File: config.mk
export PLATFORM = sky130hd
export DESIGN_NAME = regfile_check_engine
export DESIGN_NICKNAME = d
export VERILOG_FILES = /design/src/rtl/regchk_pkg.sv /design/src/rtl/regchk_sat_counter.sv /design/src/rtl/regfile_check_engine.sv
export SDC_FILE = /design/constraint.sdc
export NUM_CORES = 1
export LEC_CHECK = 0
export CORE_MARGIN = 2
export CORE_UTILIZATION = 30
export CTS_CLUSTER_DIAMETER = 150
export DETAILED_ROUTE_END_ITERATION = 8
export GPL_TIMING_DRIVEN = 0
export PLACE_DENSITY = 0.62
export SLEW_MARGIN = 10
export SYNTH_ARGS = -nofsm -noshare
export SYNTH_HDL_FRONTEND = slang
export SYNTH_SLANG_ARGS = --single-unit
File: constraint.sdc
create_clock -name clock -period 2.55 [get_ports clock]
set_clock_uncertainty 0.05 [all_clocks]
set_input_delay 0.51 -clock clock [delete_from_list [all_inputs] [get_ports clock]]
set_output_delay 0.51 -clock clock [all_outputs]
set_load 0.1 [all_outputs]
File: src/rtl/regchk_pkg.sv
// Shared definitions for the register-file self-check engine: FSM encoding
// and the elaboration-time check that the table index can hold NUM_CHECKS.
package regchk_pkg;

    typedef enum logic [1:0] {
        ST_IDLE  = 2'd0,
        ST_WAIT  = 2'd1,
        ST_CHECK = 2'd2,
        ST_DONE  = 2'd3
    } regchk_state_e;

    // True when an idx_w-bit index can represent the value num_checks.
    function automatic bit idx_w_fits(input int unsigned idx_w, input int unsigned num_checks);
        if (idx_w >= 32'd32) begin
            return 1'b1;
        end else begin
            return (num_checks < (32'd1 << idx_w));
        end
    endfunction

endpackage

File: src/rtl/regchk_sat_counter.sv
// Saturating error counter: clear has priority, increment stops at all-ones
// so a non-zero count never wraps back to zero.
module regchk_sat_counter
    import regchk_pkg::*;
#(
    parameter int unsigned W = 8
) (
    input  logic         clk_i,
    input  logic         rst_i,
    input  logic         clr_i,
    input  logic         inc_i,
    output logic [W-1:0] count_o
);

    logic [W-1:0] count_q;
    logic [W-1:0] count_d;

    // Next-count selection
    always_comb begin
        count_d = count_q;
        if (clr_i) begin
            count_d = '0;
        end else if (inc_i && (count_q != {W{1'b1}})) begin
            count_d = count_q + W'(1);
        end else begin
            count_d = count_q;
        end
    end

    // Count register with synchronous reset
    always_ff @(posedge clk_i) begin
        if (rst_i) begin
            count_q <= '0;
        end else begin
            count_q <= count_d;
        end
    end

    assign count_o = count_q;

endmodule

File: src/rtl/regfile_check_engine.sv
// On-chip regfile self-check: wait CYCLE_LIMIT cycles after start, then compare
// one table entry per cycle against the regfile. Optional macro: REGCHK_MASK_EN.
module regfile_check_engine
    import regchk_pkg::*;
#(
    parameter int unsigned DATA_WIDTH  = 32,
    parameter int unsigned REG_ADDR_W  = 5,
    parameter int unsigned NUM_CHECKS  = 8,
    parameter int unsigned CYCLE_LIMIT = 11,
    parameter int unsigned IDX_W       = 8,
    parameter int unsigned ERR_W       = 8
) (
    input  logic                  clock,
    input  logic                  reset,
    input  logic                  start,
    output logic [IDX_W-1:0]      tbl_idx,
    input  logic [REG_ADDR_W-1:0] tbl_reg,
    input  logic [DATA_WIDTH-1:0] tbl_expected,
`ifdef REGCHK_MASK_EN
    input  logic [DATA_WIDTH-1:0] tbl_mask,
`endif
    output logic [REG_ADDR_W-1:0] rf_addr,
    input  logic [DATA_WIDTH-1:0] rf_data,
    output logic                  busy,
    output logic                  done,
    output logic                  pass,
    output logic [ERR_W-1:0]      error_count,
    output logic [IDX_W-1:0]      first_fail_idx,
    output logic [DATA_WIDTH-1:0] first_fail_read
);

    localparam int unsigned WAIT_W = (CYCLE_LIMIT > 32'd1) ? $clog2(CYCLE_LIMIT) : 32'd1;
    localparam logic [WAIT_W-1:0] WAIT_LAST =
        WAIT_W'((CYCLE_LIMIT == 32'd0) ? 32'd0 : CYCLE_LIMIT - 32'd1);
    localparam logic [IDX_W-1:0] LAST_IDX =
        IDX_W'((NUM_CHECKS == 32'd0) ? 32'd0 : NUM_CHECKS - 32'd1);

    if (!idx_w_fits(IDX_W, NUM_CHECKS)) begin : g_idx_w_too_small
        $error("regfile_check_engine: IDX_W too narrow for NUM_CHECKS");
    end

    regchk_state_e          state_q, state_d;
    logic [WAIT_W-1:0]      wait_q, wait_d;
    logic [IDX_W-1:0]       idx_q, idx_d;
    logic                   busy_q, busy_d;
    logic                   done_q, done_d;
    logic                   pass_q, pass_d;
    logic [IDX_W-1:0]       ffi_q, ffi_d;
    logic [DATA_WIDTH-1:0]  ffr_q, ffr_d;
    logic [DATA_WIDTH-1:0]  diff_s;
    logic                   mismatch_s;
    logic                   in_check_s;
    logic                   run_start_s;
    logic                   err_inc_s;
    logic [ERR_W-1:0]       err_cnt_s;

`ifdef REGCHK_MASK_EN
    assign diff_s = (rf_data ^ tbl_expected) & tbl_mask;
`else
    assign diff_s = rf_data ^ tbl_expected;
`endif

    assign mismatch_s  = |diff_s;
    assign in_check_s  = (state_q == ST_CHECK);
    assign run_start_s = start && ((state_q == ST_IDLE) || (state_q == ST_DONE));
    assign err_inc_s   = in_check_s && mismatch_s;

    regchk_sat_counter #(
        .W(ERR_W)
    ) u_err_cnt (
        .clk_i   (clock),
        .rst_i   (reset),
        .clr_i   (run_start_s),
        .inc_i   (err_inc_s),
        .count_o (err_cnt_s)
    );

    // Next-state, wait/index counters and first-failure capture
    always_comb begin
        state_d = state_q;
        wait_d  = wait_q;
        idx_d   = '0;
        ffi_d   = ffi_q;
        ffr_d   = ffr_q;
        case (state_q)
            ST_IDLE, ST_DONE: begin
                if (start) begin
                    wait_d = '0;
                    ffi_d  = '0;
                    ffr_d  = '0;
                    if (CYCLE_LIMIT != 32'd0) begin
                        state_d = ST_WAIT;
                    end else if (NUM_CHECKS == 32'd0) begin
                        state_d = ST_DONE;
                    end else begin
                        state_d = ST_CHECK;
                    end
                end else begin
                    state_d = state_q;
                end
            end
            ST_WAIT: begin
                if (wait_q == WAIT_LAST) begin
                    wait_d = '0;
                    if (NUM_CHECKS == 32'd0) begin
                        state_d = ST_DONE;
                    end else begin
                        state_d = ST_CHECK;
                    end
                end else begin
                    wait_d = wait_q + WAIT_W'(1);
                end
            end
            ST_CHECK: begin
                // A zero count means no earlier mismatch: the counter never wraps
                if (mismatch_s && (err_cnt_s == '0)) begin
                    ffi_d = idx_q;
                    ffr_d = rf_data;
                end else begin
                    ffi_d = ffi_q;
                    ffr_d = ffr_q;
                end
                if (idx_q == LAST_IDX) begin
                    state_d = ST_DONE;
                end else begin
                    idx_d = idx_q + IDX_W'(1);
                end
            end
            default: begin
                state_d = ST_IDLE;
            end
        endcase
    end

    // Registered status decode from the next state
    always_comb begin
        busy_d = (state_d == ST_WAIT) || (state_d == ST_CHECK);
        done_d = (state_d == ST_DONE);
        if (state_d != ST_DONE) begin
            pass_d = 1'b0;
        end else if (run_start_s) begin
            pass_d = 1'b1;
        end else begin
            pass_d = (err_cnt_s == '0) && !err_inc_s;
        end
    end

    // State and status registers
    always_ff @(posedge clock) begin
        if (reset) begin
            state_q <= ST_IDLE;
            wait_q  <= '0;
            idx_q   <= '0;
            busy_q  <= 1'b0;
            done_q  <= 1'b0;
            pass_q  <= 1'b0;
            ffi_q   <= '0;
            ffr_q   <= '0;
        end else begin
            state_q <= state_d;
            wait_q  <= wait_d;
            idx_q   <= idx_d;
            busy_q  <= busy_d;
            done_q  <= done_d;
            pass_q  <= pass_d;
            ffi_q   <= ffi_d;
            ffr_q   <= ffr_d;
        end
    end

    assign tbl_idx         = idx_q;
    assign rf_addr         = in_check_s ? tbl_reg : '0;
    assign busy            = busy_q;
    assign done            = done_q;
    assign pass            = pass_q;
    assign error_count     = err_cnt_s;
    assign first_fail_idx  = ffi_q;
    assign first_fail_read = ffr_q;

endmodule
==> impl_metrics.py <==
metrics = {
    "yosys": {
        "yosysTopAreaCell": "dfxtp_1",
        "synth_area_sq_um": 3560,
        "synth_area_leaders": "dfxtp_1 37%, nand3_2 11%, o21ai_2 9.8%",
        "synth_top_area_share_pct": 36.5,
        "syn_inst": 371,
        "async_flop_share_pct": 0,
        "syn_area_per_cell_sq_um": 9.60,
        "synth_seq_cells": 65,
        "ys_seq_area_share_pct": 36.5,
        "synth_nets": 451,
        "ys.flop_type": "dfxtp_1",
        "yosysUniqueCellTypes": 41,
        "synth-edff-count": 0,
        "yosysMostFrequentCell": "dfxtp_1",
        "synth_common_cells": "65 x dfxtp_1, 53 x nand2_1, 40 x nand3_2, 40 x o21ai_2, 35 x xnor2_1",
        "ys_warn_count": 0,
    },
    "detailed_routing": {
        "drc_errors": 17,
        "drt_iter0_drc": 195,
        "firstDrtPassIters": 7,
        "wl_per_cell_microns": 15.5,
        "via_count": 3177,
        "drt_wl_total_mm": 10.3,
        "via_per_inst": 4.78,
        "postRouteAntennaNets": 0,
    },
    "cts": {
        "clockBufferDepth": 2,
        "path_clk_slew_ps": 60,
        "htree_levels": 3,
        "cts_buffers": 9,
        "post-cts-setup-buffers": 0,
        "insertion_delay_ps": 320,
        "cts.sinks": 65,
        "cts_tree": "done",
        "root_buffer": "clkbuf_16",
    },
    "worst_hold_path": {
        "min_path_cells": 2,
        "hp-class": "flip-flop to flip-flop",
        "hold_end": "first_fail_read[2]",
        "hp-start": "first_fail_read[2]",
    },
    "pwr": {
        "p_int_mw": 2.18,
        "p_sw_mw": 0.654,
        "power_frac_seq_pct": 36.1,
        "power.share.clock_pct": 50.1,
        "ir_worst_vdd_mv": 0.314,
        "pwr_density_cell_nw_per_um2": 522,
        "power.total_mw": 2.84,
        "power_switching_share_pct": 23.1,
        "combPwrFrac_pct": 13.7,
        "p_leak_nw": 1.92,
    },
    "global_routing": {
        "grt_first_pass_wirelength_mm": 16.3,
        "grt_overflow": 0,
        "grt_max_degree": 12,
        "antenna_found_initial": 0,
        "grt_util_all_layers_pct": 16.1,
        "first_global_vias": 3140,
    },
    "critical_path": {
        "critPathKind": "flip-flop to output pin",
        "slowest_stage": "clkdlybuf4s50_1",
        "r2r_slack_ps": 220,
        "crit_arrival_ps": 1940,
        "path_max_fanout": 5,
        "endpoint_kind": "output pin",
        "slowest_delay_ps": 1180,
        "ff2ff_path_depth": 7,
        "cp_num_buf_inv": 1,
        "r2r-end": "first_fail_idx[0]",
        "cp.required_ps": 1990,
        "r2r_start": "state_q[0]",
        "path_delay_family": "buffers and inverters",
        "path_cells": "clkdlybuf4s50_1",
        "startpoint_type": "flip-flop",
    },
    "timing": {
        "min_period_over_period_pct": 98.0,
        "finalHoldViolCount": 0,
        "layout_setup_ws_ps": 51.8,
        "slew_violations": 0,
        "rsz0062_at_grt": "false",
        "fin_crit_ps": 2500,
        "slew_headroom_pct": 32.8,
        "worstMarginPinSlew_ps": 1000,
        "setup_viol": 0,
        "clock.fmax_mhz": 400,
    },
    "job": {
        "cap_violations": 0,
    },
    "cells_and_area": {
        "final_net_count": 597,
        "stdcell_area_sq_um": 5440,
        "drive_gt1_share_pct": 25.1,
        "num-fill-cells": 1086,
        "fin_cells": 665,
        "area_growth_pct": 52.7,
        "utilization_pct": 47.2,
        "diodes": 0,
    },
    "floorplan": {
        "dieWidth_microns": 113,
        "core_sq_um": 11500,
        "io_pins": 136,
        "start_util_pct": 30.9,
        "dieArea_sq_um": 12800,
        "die_h_microns": 113,
        "rows": 39,
    },
    "placed_design": {
        "hpwl_mm": 8.00,
        "gp_congestion": 0.800,
        "portBuffers": 135,
        "dpl_cell_area_sq_um": 5090,
        "dp_cells": 649,
        "pre_cts_ws_ps": -236,
    },
    "run_status": {
        "status": "finished with violations",
        "violations": "design-rule violations",
    },
}
timing repair:
item | in CTS | in global routing
gates resized for setup | 20 | 2
hold buffers | 0 | 0
pin swaps | 0 | 0
setup endpoints to repair | 10 | 2
power by group through the flow:
stage	combinational, mW	sequential, mW	clock [mW]
final	0.389	1.03	1.42
after global routing	0.419	1.03	1.50
after CTS	0.395	1.02	1.46
after detailed placement	0.391	1.05	0
after global placement	0.390	1.05	0
after floorplan	0.194	1.06	0
worst reg2reg max path, delay by kind of cell (launching register included):
family | cells | cell delay, ps
AOI/OAI and AO/OA | 2 | 580
DFF | 1 | 350
buffers and inverters | 2 | 560
adders and majority gates | 1 | 380
and+or+nand+nor | 2 | 350
placed cells by master, fill, tap and decap left out, drive strengths merged, types with 2 or more instances in the layout:
| cell | n |
|---|---|
| a31o | 2 |
| nand2b | 6 |
| nor2 | 21 |
| nor3 | 6 |
| dfxtp | 65 |
| dlygate4sd2 | 5 |
| xor2 | 4 |
| clkdlybuf4s50 | 125 |
| xnor2 | 35 |
| mux2i | 3 |
| clkinv | 3 |
| nand4 | 10 |
| o31ai | 3 |
| nor4 | 2 |
| inv | 9 |
| buf | 12 |
| nor2b | 4 |
| nand3 | 48 |
| clkdlybuf4s15 | 5 |
| and3 | 3 |
| a21oi | 13 |
| bufinv | 3 |
| ha | 8 |
| and2 | 6 |
| o21ai | 41 |
| nand2 | 53 |
| clkbuf | 15 |
worst max-delay path by stage:
stage	startpoint	to	depth (start not counted)
after floorplan	tbl_idx[0]	busy	8
after global placement	tbl_reg[0]	rf_addr[0]	3
after detailed placement	tbl_reg[2]	rf_addr[2]	3
after CTS	u_err_cnt.count_o[3]	error_count[3]	1
after global routing	tbl_idx[6]	tbl_idx[6]	1
final	tbl_idx[5]	tbl_idx[5]	1
logic make-up (layout without fill, tap and decap cells):
logic type      Yosys count  count (layout)  synth area share [%]
simple gates            165             165                  30.2
mux                       3               3                 0.843
buf+inv                  27             178                  5.09
compound gates           64              64                  14.9
xor+xnor                 39              39                  9.59
flops                    65              65                  36.5
fa+ha+maj                 8               8                  2.81
layout make-up:
class	instances	area, sq um	area share, %
repair buffers	135	1350	24.9
inverters	9	33.8	0.621
multi-input cells	279	2080	38.2
clock inverters	6	105	1.93
well taps	143	179	3.29
flip-flops and latches	65	1300	23.9
clock buffers	10	239	4.39
plain buffers	18	149	2.74
registers in the layout, summed over array words and instances, names as in the netlist, 2 cells and up:
signal             flops
first_fail_idx         8
first_fail_read       32
state_q                2
tbl_idx                8
u_err_cnt.count_o      8
wait_q                 4
metal layers:
metal / track usage (%) / wire (microns)
met1: 20.4 / 4460
met2: 26.5 / 4810
met3: 4.23 / 915
met4: 6.10 / 119
met5: 0 / 0
metrics by stage:
step | setup TNS, ps | hold slack [ps]
detailed placement | -10120 | 400
global route | 0 | 422
CTS | 0 | 409
global placement | -8680 | 397
floorplan | 0 | 421
finish | 0 | 409
Note: power is estimated with default switching activity, not from simulation.
